<file path="src/rtl/bank_rr_arbiter.sv">
// Per-bank round-robin arbiter: picks one FIFO request per cycle and forwards its payload; `ARB_FIXED_PRIO_EN` selects fixed lowest-index priority.
// Latency: one cycle from req sample to registered gnt/bank_wr_en/bank_wr_data/bank_src_id.
// Backpressure: bank_ready=0 suppresses the grant and freezes the priority pointer and output payload.
module bank_rr_arbiter #(
  parameter int REQ_NUM    = 16,
  parameter int FIFO_WIDTH = 36,
  parameter int DATA_WIDTH = 32,
  parameter int ID_W       = $clog2(REQ_NUM),
  parameter int CNT_W      = 16
) (
  input  logic                          clk,
  input  logic                          rst_n,
  input  logic [REQ_NUM-1:0]            req,
  input  logic [REQ_NUM*FIFO_WIDTH-1:0] req_data,
  input  logic                          bank_ready,
  output logic [REQ_NUM-1:0]            gnt,
  output logic                          bank_wr_en,
  output logic [DATA_WIDTH-1:0]         bank_wr_data,
  output logic [ID_W-1:0]               bank_src_id,
  output logic [CNT_W-1:0]              conflict_cnt,
  input  logic                          clr_cnt
);

  logic [ID_W-1:0]       ptr;
  logic [ID_W-1:0]       win_idx;
  logic [ID_W-1:0]       cand;
  logic                  win_vld;
  logic                  arb_vld;
  logic                  multi_req;
  logic [REQ_NUM-1:0]    win_oh;
  logic [DATA_WIDTH-1:0] win_dat;

  // Scan from ptr upward; ID_W-bit addition wraps modulo REQ_NUM.
  always_comb begin
    win_vld = 1'b0;
    win_idx = '0;
    cand    = '0;
    for (int k = 0; k < REQ_NUM; k++) begin
      cand = ptr + ID_W'(k);
      if (!win_vld && req[cand]) begin
        win_vld = 1'b1;
        win_idx = cand;
      end
    end
  end

  always_comb begin
    win_oh          = '0;
    win_oh[win_idx] = 1'b1;
    win_dat         = req_data[int'(win_idx)*FIFO_WIDTH +: DATA_WIDTH];
  end

  // Two or more bits set <=> clearing the lowest set bit leaves something.
  assign multi_req = |(req & (req - REQ_NUM'(1)));
  assign arb_vld   = bank_ready && win_vld;

  always_ff @(posedge clk or negedge rst_n) begin
    if (!rst_n) begin
      gnt          <= '0;
      bank_wr_en   <= 1'b0;
      bank_wr_data <= '0;
      bank_src_id  <= '0;
    end else if (arb_vld) begin
      gnt          <= win_oh;
      bank_wr_en   <= 1'b1;
      bank_wr_data <= win_dat;
      bank_src_id  <= win_idx;
    end else begin
      gnt          <= '0;
      bank_wr_en   <= 1'b0;
    end
  end

`ifdef ARB_FIXED_PRIO_EN
  assign ptr = '0;
`else
  always_ff @(posedge clk or negedge rst_n) begin
    if (!rst_n) begin
      ptr <= '0;
    end else if (arb_vld) begin
      ptr <= win_idx + ID_W'(1);
    end
  end
`endif

  always_ff @(posedge clk or negedge rst_n) begin
    if (!rst_n) begin
      conflict_cnt <= '0;
    end else if (clr_cnt) begin
      conflict_cnt <= '0;
    end else if (bank_ready && multi_req && (conflict_cnt != {CNT_W{1'b1}})) begin
      conflict_cnt <= conflict_cnt + CNT_W'(1);
    end
  end

endmodule

</file>
<file path="config.mk">
export PLATFORM = sky130hd
export DESIGN_NAME = bank_rr_arbiter
export DESIGN_NICKNAME = d
export VERILOG_FILES = /design/src/rtl/bank_rr_arbiter.sv
export SDC_FILE = /design/constraint.sdc
export NUM_CORES = 1
export LEC_CHECK = 0
export ABC_AREA = 1
export CORE_AREA = 2 2 257 259
export CTS_CLUSTER_DIAMETER = 80
export DETAILED_ROUTE_END_ITERATION = 7
export DIE_AREA = 0 0 259 261
export MAX_ROUTING_LAYER = met4
export PLACE_DENSITY = 0.53
export SLEW_MARGIN = 30
export SYNTH_ARGS = -nofsm -noshare
export SYNTH_HDL_FRONTEND = slang
export SYNTH_SLANG_ARGS = --single-unit
</file>
<file path="constraint.sdc">
create_clock -name clk -period 6.65 [get_ports clk]
set_input_delay 1.6625 -clock clk [delete_from_list [all_inputs] [get_ports clk]]
set_output_delay 1.6625 -clock clk [all_outputs]
set_load 0.1 [all_outputs]
</file>
==> results.md, run 1 <==
- Vias in the first global route: 13,736
- Largest stage delay, worst path: 0.49 ns
- Root Buffer: clkbuf_16
- # fillers: 7,417
- Die Ht: 261 µm
- Initial core utilization: 15.8%
- Skew final: 0.0114 ns
- Hold path depth: 2
- # IOs: 665
- Clock sink total: 73
- H-tree levels: 3
- DRC: 0
- Die Wd: 259 µm
- Multiplexer share of the synthesized area: 0%
- Pin count of the biggest net entering global routing: 113
- Unique masters post-synth: 43
- Max frequency: 0.172 GHz
- Drt via density: 4.41
- Cell Rows: 94
- Grt peak-use layer: met2
- EDFF count, synth: 0
- Largest family of logic cells by synthesized area: simple AND/OR/NAND/NOR gates
- Critical Path End Type: flip-flop
- RR Endpoint: bank_wr_data[7]
- Most instantiated cells after synthesis: 628 x nand3_1, 626 x nand2_1, 160 x nor2_1, 123 x inv_1, 106 x buf_2
- Final Max Slew Viols: 0
- Tcrit/Tclk final: 87.6%
- Share of cells above drive strength 1: 4.60%
- DP HPWL: 54,600 µm
- Reg2reg start: ptr[2]
- Tot GR Track Use: 19.8%
- Slowest CP cell: clkdlybuf4s50_1
- Post-synthesis compound-gate area fraction: 2.93%
- Area grow syn2layout: 71.7%
- Cts hold-fix bufs: 0
- Final core utilization: 27.1%
- Postcts setup bufs: 0
- Share of the yosys chip area belonging to registers: 17.8%
- Setup tns final: 0 ns
- Fin Hold WS: 0.497 ns
- M2 GR Usage: 30.1%
- Detailed-route via count: 14,636
- Crit path max fanout: 58
- End of the worst hold path: bank_src_id[2]
- DR pass1 iterations: 7
- CTS tree: done
- Ys Warns: 0
- Synth Area in Simple Gates: 65.0%
- DP Worst Slack: 0.521 ns
- Wire per inst: 20.4 µm
- Cell taking the most area after synthesis: nand3_1
- Worst skew pair latency: 0.37 ns
- Port Buf Inserts: 600
- Final setup violation count: 0
- R2R depth: 24
- Post-Syn Area: 0.0103 mm²
- Outcome: complete, no violations
- Min-delay worst type: flip-flop to flip-flop
- FFs w/ async S/R, synth: 100%
- Hold_sp: bank_src_id[2]
- RD Place Congestion: 0.926
- Share of the synthesized area in the top cell type: 30.6%
- Fin crit period: 5.83 ns
- Die area: 0.0676 mm²
- Initial DRC count: 968
- Met1 GRT Util: 26.0%
- Reg clk slew, reported paths: 0.07 ns
- Worst slew margin: 30.1%
- Clock buffers created by TritonCTS: 9
- Final hold vios: 0
- Slew @ Worst Pin: 1.04 ns
- Fin nets: 3,039
- CP Data Arrival Time: 6.08 ns
- WS Path Type: input port to flip-flop
- Sequential cell area: 0.00183 mm²
- PnR worst setup slack: 0.825 ns
- Flop-to-flop setup slack: 1.57 ns
- Adder-cell share of the synthesized area: 1.76%
- Critical Path RT: 6.91 ns
- Mean post-synth cell area: 5.39 µm²
- Antenna violations before repair: 25
- Count leader, synth: nand3_1
- Total gr overflow: 0
- Core area: 0.0650 mm²
- RSZ-0062 raised after global routing: no
- Top post-synthesis cells by area: nand3_1 31%, nand2_1 23%, dfrtp_1 18%
- Multi-input combinational cell area: 0.00732 mm²
- Synth Register Bits: 73
- Post-CTS Resized: 0
- Met3 usage: 4.30%
- Clock Path Buffers: 2
- Post-Route WL: 67,700 µm
- Syn nets: 2,513
- XOR/XNOR Fraction of Synth Area: 1.01%
- Synth Instances: 1,905
- Synth Flop Type: dfrtp_1
- Max-cap violations: 0
- Final ANT Viol Nets: 0
- Critical Path Source Type: input port
- Worst-path cell chain: clkdlybuf4s50_1 -> nand2_1 -> nand3_1 -> nand3_1 -> nand2_1 -> nand2_1 -> nand2_1 -> inv_1 -> nand4_1 -> nor2_1 -> nand4_1 -> nor2_1 -> nand4_1 -> nor2_1 -> nand4_1 -> clkinv_1 -> nand2_1 -> nand3_4 -> buf_12 -> nand3_1 -> nand3_1 -> nand3_1 -> nor2_1 -> nor2_1
- First-pass GRT wire length: 94,300 µm
sequential cells by signal, summed over array words and instances, names as in the netlist:
register and cells:
gnt 16, conflict_cnt 16, bank_wr_data 32, bank_wr_en 1
ptr 4, bank_src_id 4
logic make-up after synthesis:
group / Yosys count
AND/OR/NAND/NOR: 1489
buffers and inverters: 267
flip-flops: 73
AO/OA/AOI/OAI: 50
adder cells (fa/ha/maj): 15
XOR/XNOR: 11
area by class of cell:
class	count	share of cell area (%)
clock inverter	6	0.525
antenna	19	0.270
timing repair buffer	650	37.0
multi-input combinational	1565	41.6
tap	864	6.13
clock buffer	9	1.28
sequential	73	10.4
inverter	132	2.82
worst max-delay path, delay by kind of cell:
family | cells | cell delay (ns)
AND/OR/NAND/NOR | 20 | 3.36
buffers and inverters | 4 | 1.01
routing by layer:
metal	share of wire, %	routed length, µm	vias to the layer above
met1	45	30500	6698
met3	7.4	5040	66
li1	-	-	7340
met4	2.8	1870	0
met5	0	0	-
met2	45	30300	532
worst max-delay path by stage:
| stage | startpoint | end | slack [ns] | cells past startpoint |
|---|---|---|---|---|
| after floorplan | req[11] | ptr[2] | 2.18 | 23 |
| after global placement | req[10] | bank_wr_data[4] | 0.58 | 25 |
| after detailed placement | req[10] | bank_wr_data[8] | 0.52 | 24 |
| after CTS | req[10] | bank_wr_data[8] | 0.90 | 24 |
| after global routing | req[9] | bank_wr_data[4] | 0.32 | 25 |
| final | req[10] | bank_wr_data[7] | 0.82 | 24 |
stage by stage:
stage / std cells / instance area (µm²)
floorplan: 1905 / 10300
global placement: 3284 / 17300
detailed placement: 3284 / 17300
CTS: 3299 / 17600
global route: 3313 / 17600
finish: 3318 / 17600
layout by cell type, fill, tap and decap left out, types with 4 or more instances in the layout:
cell type / count
a21oi_1: 9
buf_12: 16
buf_2: 8
buf_4: 37
clkbuf_16: 9
clkdlybuf4s50_1: 588
dfrtp_1: 73
diode_2: 19
ha_1: 12
inv_1: 122
inv_2: 8
nand2_1: 625
nand3_1: 626
nand3b_1: 33
nand4_1: 14
nand4_2: 4
nor2_1: 160
nor2_4: 4
nor3_1: 6
o21a_1: 5
o21ai_0: 21
o21ai_1: 5
xnor2_1: 4
xor2_1: 6
Power of run 1 is not shown: default switching activity piles up to over one toggle a cycle in this logic, so the estimate is an artifact.
==> inputs of run 2 (changes only) <==
--- a/config.mk
+++ b/config.mk
@@ -6,12 +6,12 @@
 export NUM_CORES = 1
 export LEC_CHECK = 0
 export ABC_AREA = 1
-export CORE_AREA = 2 2 257 259
+export CORE_AREA = 10 10 251 253
 export CTS_CLUSTER_DIAMETER = 80
 export DETAILED_ROUTE_END_ITERATION = 7
-export DIE_AREA = 0 0 259 261
+export DIE_AREA = 0 0 261 263
 export MAX_ROUTING_LAYER = met4
-export PLACE_DENSITY = 0.53
+export PLACE_DENSITY = 0.56
 export SLEW_MARGIN = 30
 export SYNTH_ARGS = -nofsm -noshare
 export SYNTH_HDL_FRONTEND = slang
==> run 2 against run 1 <==
  * Critical path depth is 1 lower
  * Global-route usage grew 1.1 points
  * Design area down 1.3%
  * Setup slack worse by 0.048 ns
  * Sequential share of layout area up 0.13 points
  * Maximum frequency fell by 0.82%
  * Critical endpoint is now bank_wr_data[8]
==> results.md, run 2 (synthesized netlist as in run 1, its figures left out) <==
- Outcome: complete, no violations
- Detailed-route via count: 14,838
- Worst path top cell family by delay: simple AND/OR/NAND/NOR gates
- Vias in the first global route: 14,598
- Largest stage delay, worst path: 0.51 ns
- Hold path depth: 2
- Reg2reg start: ptr[1]
- Die area: 0.0686 mm²
- Clock buffers created by TritonCTS: 9
- Placed insts: 3,191
- Largest Register: bank_wr_data
- Met1 GRT Util: 26.2%
- Reg clk slew, reported paths: 0.06 ns
- Initial core utilization: 17.6%
- DR pass1 iterations: 6
- Slowest CP cell: o21ai_0
- Worst slew margin: 31.1%
- M2 GR Usage: 32.8%
- Max-cap violations: 0
- Total gr overflow: 0
- Final setup violation count: 0
- Antenna violations before repair: 32
- Min-delay worst type: flip-flop to flip-flop
- Crit path max fanout: 14
- Clock sink total: 73
- Die Ht: 263 µm
- Grt peak-use layer: met2
- CP bufs+invs: 5
- RD Place Congestion: 0.924
- Drt via density: 4.60
- H-tree levels: 3
- Post-CTS Resized: 0
- Slew @ Worst Pin: 1.03 ns
- Final ANT Viol Nets: 0
- Core area: 0.0582 mm²
- Area grow syn2layout: 69.6%
- CTS tree: done
- Share of cells above drive strength 1: 4.56%
- Tot GR Track Use: 20.8%
- Worst skew pair latency: 0.35 ns
- CP Data Arrival Time: 6.15 ns
- Post-Route WL: 72,800 µm
- Wire per inst: 22.5 µm
- Cell Rows: 89
- Met3 usage: 5.95%
- Worst-path cell chain: clkdlybuf4s50_1 -> nand2_1 -> nand3_1 -> nand3_1 -> nand2_1 -> o21ai_0 -> inv_1 -> nor2_1 -> nand4_1 -> nor2_1 -> nand4_1 -> nor2_1 -> nand4_1 -> clkinv_1 -> nand2_1 -> nand2_2 -> nand2_2 -> inv_2 -> buf_4 -> nand3_1 -> nand3_1 -> nor2_1 -> nor2_1
- R2R depth: 25
- Critical Path Source Type: input port
- Largest registers: bank_wr_data: 32 flops, conflict_cnt: 16 flops, gnt: 16 flops
- Critical Path End Type: flip-flop
- Cts hold-fix bufs: 0
- Root Buffer: clkbuf_16
- First-pass GRT wire length: 102,000 µm
- Postcts setup bufs: 0
- Worst path most repeated cell: nor2_1
- Skew final: 0.00961 ns
- Initial DRC count: 1,195
- Max frequency: 0.170 GHz
- Largest register FFs: 32
- Setup tns final: 0 ns
- Die Wd: 261 µm
- Post-Layout Cell Count: 3,229
- Pin count of the biggest net entering global routing: 105
- Fin crit period: 5.87 ns
- Commonest cells after routing, fill and taps aside: 626 x nand3_1, 625 x nand2_1, 587 x clkdlybuf4s50_1, 160 x nor2_1, 122 x inv_1
- # IOs: 665
- Tcrit/Tclk final: 88.3%
- Port Buf Inserts: 600
- DP HPWL: 60,100 µm
- Clock Path Buffers: 2
- Fin nets: 3,037
- Critical Path RT: 6.93 ns
- Final Max Slew Viols: 0
- Hold_sp: bank_src_id[2]
- Flop-to-flop setup slack: 1.34 ns
- Leading cell type in the layout, fill and taps excluded: nand3_1
- End of the worst hold path: bank_src_id[2]
- WS Path Type: input port to flip-flop
- DRC: 0
- RSZ-0062 raised after global routing: no
- Final hold vios: 0
- RR Endpoint: bank_wr_data[8]
[run 2: cell types whose count changed in the layout (fill, tap and decap cells not counted), sizes merged]
cell	previous run	this run
clkinv	3	5
bufinv	2	0
clkdlybuf4s50	588	587
clkbuf	10	13
buf	61	60
clkinvlp	2	0
diode	19	22
[run 2: final cells by class]
class,instances,area (µm²)
clock inverter,4,27.5
timing repair buffer,648,6450
antenna,22,55.1
tap,773,967
fill,6672,40800
multi-input combinational,1565,7320
inverter,132,495
sequential,73,1830
clock buffer,12,256
[run 2: how the worst max path moves through the flow]
stage,start,to,cells past startpoint
after floorplan,req[11],ptr[2],23
after global placement,req[13],bank_wr_data[26],23
after detailed placement,req[9],bank_wr_data[26],23
after CTS,req[13],bank_wr_data[26],23
after global routing,req[13],bank_wr_data[26],23
final,req[13],bank_wr_data[8],23
[run 2: metrics by stage]
step | area [µm²] | util, % | hold WS, ns | setup slack [ns]
final | 17400 | 29.9 | 0.480 | 0.776
after global routing | 17400 | 29.9 | 0.498 | 0.257
after CTS | 17400 | 29.8 | 0.489 | 0.823
after detailed placement | 17100 | 29.3 | 0.473 | 0.440
after global placement | 17100 | 29.4 | 0.464 | 0.408
after floorplan | 10300 | - | 0.660 | 2.18
[run 2: tightest hold or removal path, stage by stage (launching register included)]
cell and delay, ns:
dfrtp_1 0.34, nand2_1 0.05, nand2_1 0.05
[run 2: layer usage]
| layer | vias to the layer above | part of all wire, % |
|---|---|---|
| li1 | 7348 | - |
| met1 | 6853 | 43 |
| met2 | 593 | 46 |
| met3 | 44 | 9.0 |
| met4 | 0 | 1.3 |
| met5 | - | 0 |
Power of run 2 is left out for the same reason.
==> patch (config.mk and constraints of run 2) <==
Register the output `conflict_cnt` once more; this adds one clock of latency there. The other outputs are not delayed to match.
--- a/src/rtl/bank_rr_arbiter.sv
+++ b/src/rtl/bank_rr_arbiter.sv
@@ -21,4 +21,6 @@
   input  logic                          clr_cnt
 );
+
+  logic [CNT_W-1:0] conflict_cnt_s0;
 
   logic [ID_W-1:0]       ptr;
@@ -86,10 +88,14 @@
   always_ff @(posedge clk or negedge rst_n) begin
     if (!rst_n) begin
-      conflict_cnt <= '0;
+      conflict_cnt_s0 <= '0;
     end else if (clr_cnt) begin
-      conflict_cnt <= '0;
-    end else if (bank_ready && multi_req && (conflict_cnt != {CNT_W{1'b1}})) begin
-      conflict_cnt <= conflict_cnt + CNT_W'(1);
+      conflict_cnt_s0 <= '0;
+    end else if (bank_ready && multi_req && (conflict_cnt_s0 != {CNT_W{1'b1}})) begin
+      conflict_cnt_s0 <= conflict_cnt_s0 + CNT_W'(1);
     end
+  end
+
+  always_ff @(posedge clk) begin
+    conflict_cnt <= conflict_cnt_s0;
   end
 
Function: changed (Yosys sat finds a counterexample within 4 cycles, from zero or initial values and one cycle with rst_n low).
==> patch against run 2 <==
Worst hold slack lost 0.098 ns; wire length shrank 2.8%; clock skew grew 0.0015 ns; setup slack gained 0.14 ns; utilization shrank 0.41 points; sequential cell count grew 16; synthesized area shrank 2.2%; final area shrank 1.4%; largest cell class unchanged.
Power is not shown: default switching activity piles up to over one toggle a cycle in this logic, so the estimate is an artifact.
==> patch: results (changes against run 2) <==
Crit Path Max Fanout: 19 (+5)
Synth Area in Compound Gates: 2.843% (-0.083 points)
Post-Synth XOR/XNOR Area: 1.272% (+0.26 points)
PostCTS Resize Cnt: 0 (unchanged)
register area share after synthesis: 21.39% (+3.6 points)
Most flops, register: bank_wr_data
asr flop ratio synth: 82.02% (-18 points)
layout cells sized above 1: 6.253% (+1.7 points)
via/cell ratio: 4.474 (-2.6%)
path depth of the worst reg2reg path: 23 (-8.0%)
r2r endpoint: bank_wr_data[30]
largest net degree at the start of global routing: 74 (-30%)
final setup TNS: 0 ns (unchanged)
status: completed
Detailed Route WL: 70,750 microns (-2.8%)
FF-to-FF Start: ptr[2]
Critical Path AT: 6.03 ns (-0.12 ns)
Post-Synth Adder-Cell Area: 1.795% (+0.040 points)
Worst Hold End: conflict_cnt[9]
Detail Placement HPWL: 59,160 microns (-1.6%)
pre-CTS WS: 0.5050 ns (+0.06510 ns)
# fillers: 6,628 (-0.66%)
GRT Util Overall: 20.10% (-0.73 points)
dominant cells by area after synthesis: nand2_1 (27%), nand3_1 (25%), dfrtp_1 (18%), nor2_1 (6.0%), buf_4 (3.5%)
synth cell count leaders: nand2_1 (734), nand3_1 (510), nor2_1 (160), inv_1 (77), dfrtp_1 (73)
fin nets: 2,986 (-1.7%)
vias in the first global route: 13,700 (-6.1%)
first-pass GRT wire length: 97,370 microns (-4.3%)
Worst Hold Launch: conflict_cnt_s0[9]
initial antenna violation count: 21 (-34%)
post-synthesis net count: 2,436 (-3.1%)
Worst-Margin Slew: 1.028 ns (-0.003153 ns)
clock-pin slew on the worst setup and hold paths: 0.08 ns (+0.02 ns)
patch: kinds of logic (layout without fill, tap and decap cells):
family                     after synthesis  in the layout
AOI/OAI and AO/OA                       47             47
DFF                                     89             89
xor gates and xnor gates                12             12
other                                    0             12
adders and majority gates               15             15
buffers and inverters                  203            758
and+or+nand+nor                       1462           1462
patch: through the flow:
stage / utilization, % / hold slack, ns / cell area, sq um / cells
floorplan: - / 0.3472 / 10040 / 1828
global placement: 29.19 / 0.3545 / 17000 / 3140
detailed placement: 28.92 / 0.3663 / 16840 / 3140
CTS: 29.43 / 0.3821 / 17140 / 3156
global route: 29.47 / 0.3976 / 17160 / 3166
finish: 29.48 / 0.3811 / 17170 / 3168
patch: critical path, stage by stage:
cell and delay [ns]:
clkdlybuf4s50_1 0.50, nand2_1 0.13, nand3_1 0.12, nand2_1 0.12
nor2_1 0.04, nor2_1 0.18, nor2_1 0.08, a21oi_2 0.22
inv_2 0.10, nor2_2 0.19, nand4_2 0.12, nor2_2 0.21
nand4_1 0.13, nor2_2 0.17, nand2_1 0.08, nand2_1 0.06
o21bai_1 0.08, nand2_1 0.13, nand2_2 0.16, nor2_4 0.60
buf_4 0.36, nand3_1 0.21, nand3_1 0.21, nor2_1 0.06
nor2_1 0.08
patch: worst max-delay path by stage:
| stage | to | start | slack (ns) | depth (start not counted) |
|---|---|---|---|---|
| finish | bank_wr_data[30] | req[10] | 0.92 | 25 |
| global route | bank_wr_data[30] | req[10] | 0.42 | 25 |
| CTS | bank_wr_data[30] | req[10] | 0.88 | 25 |
| detailed placement | bank_wr_data[30] | req[10] | 0.50 | 25 |
| global placement | bank_wr_data[30] | req[10] | 0.52 | 25 |
| floorplan | ptr[2] | req[11] | 2.31 | 23 |
patch: final cells by class:
| cell class | count | area [sq um] | share of cell area, % |
|---|---|---|---|
| timing repair buffer | 655 | 6437 | 37.50 |
| inverter | 87 | 335.3 | 1.953 |
| sequential | 89 | 2147 | 12.51 |
| antenna | 12 | 30.03 | 0.1749 |
| clock buffer | 10 | 250.2 | 1.458 |
| multi-input combinational | 1536 | 6953 | 40.50 |
| clock inverter | 6 | 46.29 | 0.2697 |
| tap | 773 | 967.2 | 5.634 |
patch: per-layer routing:
metal	up-vias	share of wire, %	track usage (%)
met2	528	51	35.46
met5	-	0	-
met1	6533	42	23.73
met4	0	1.1	2.703
met3	45	5.9	3.884
li1	7068	-	-
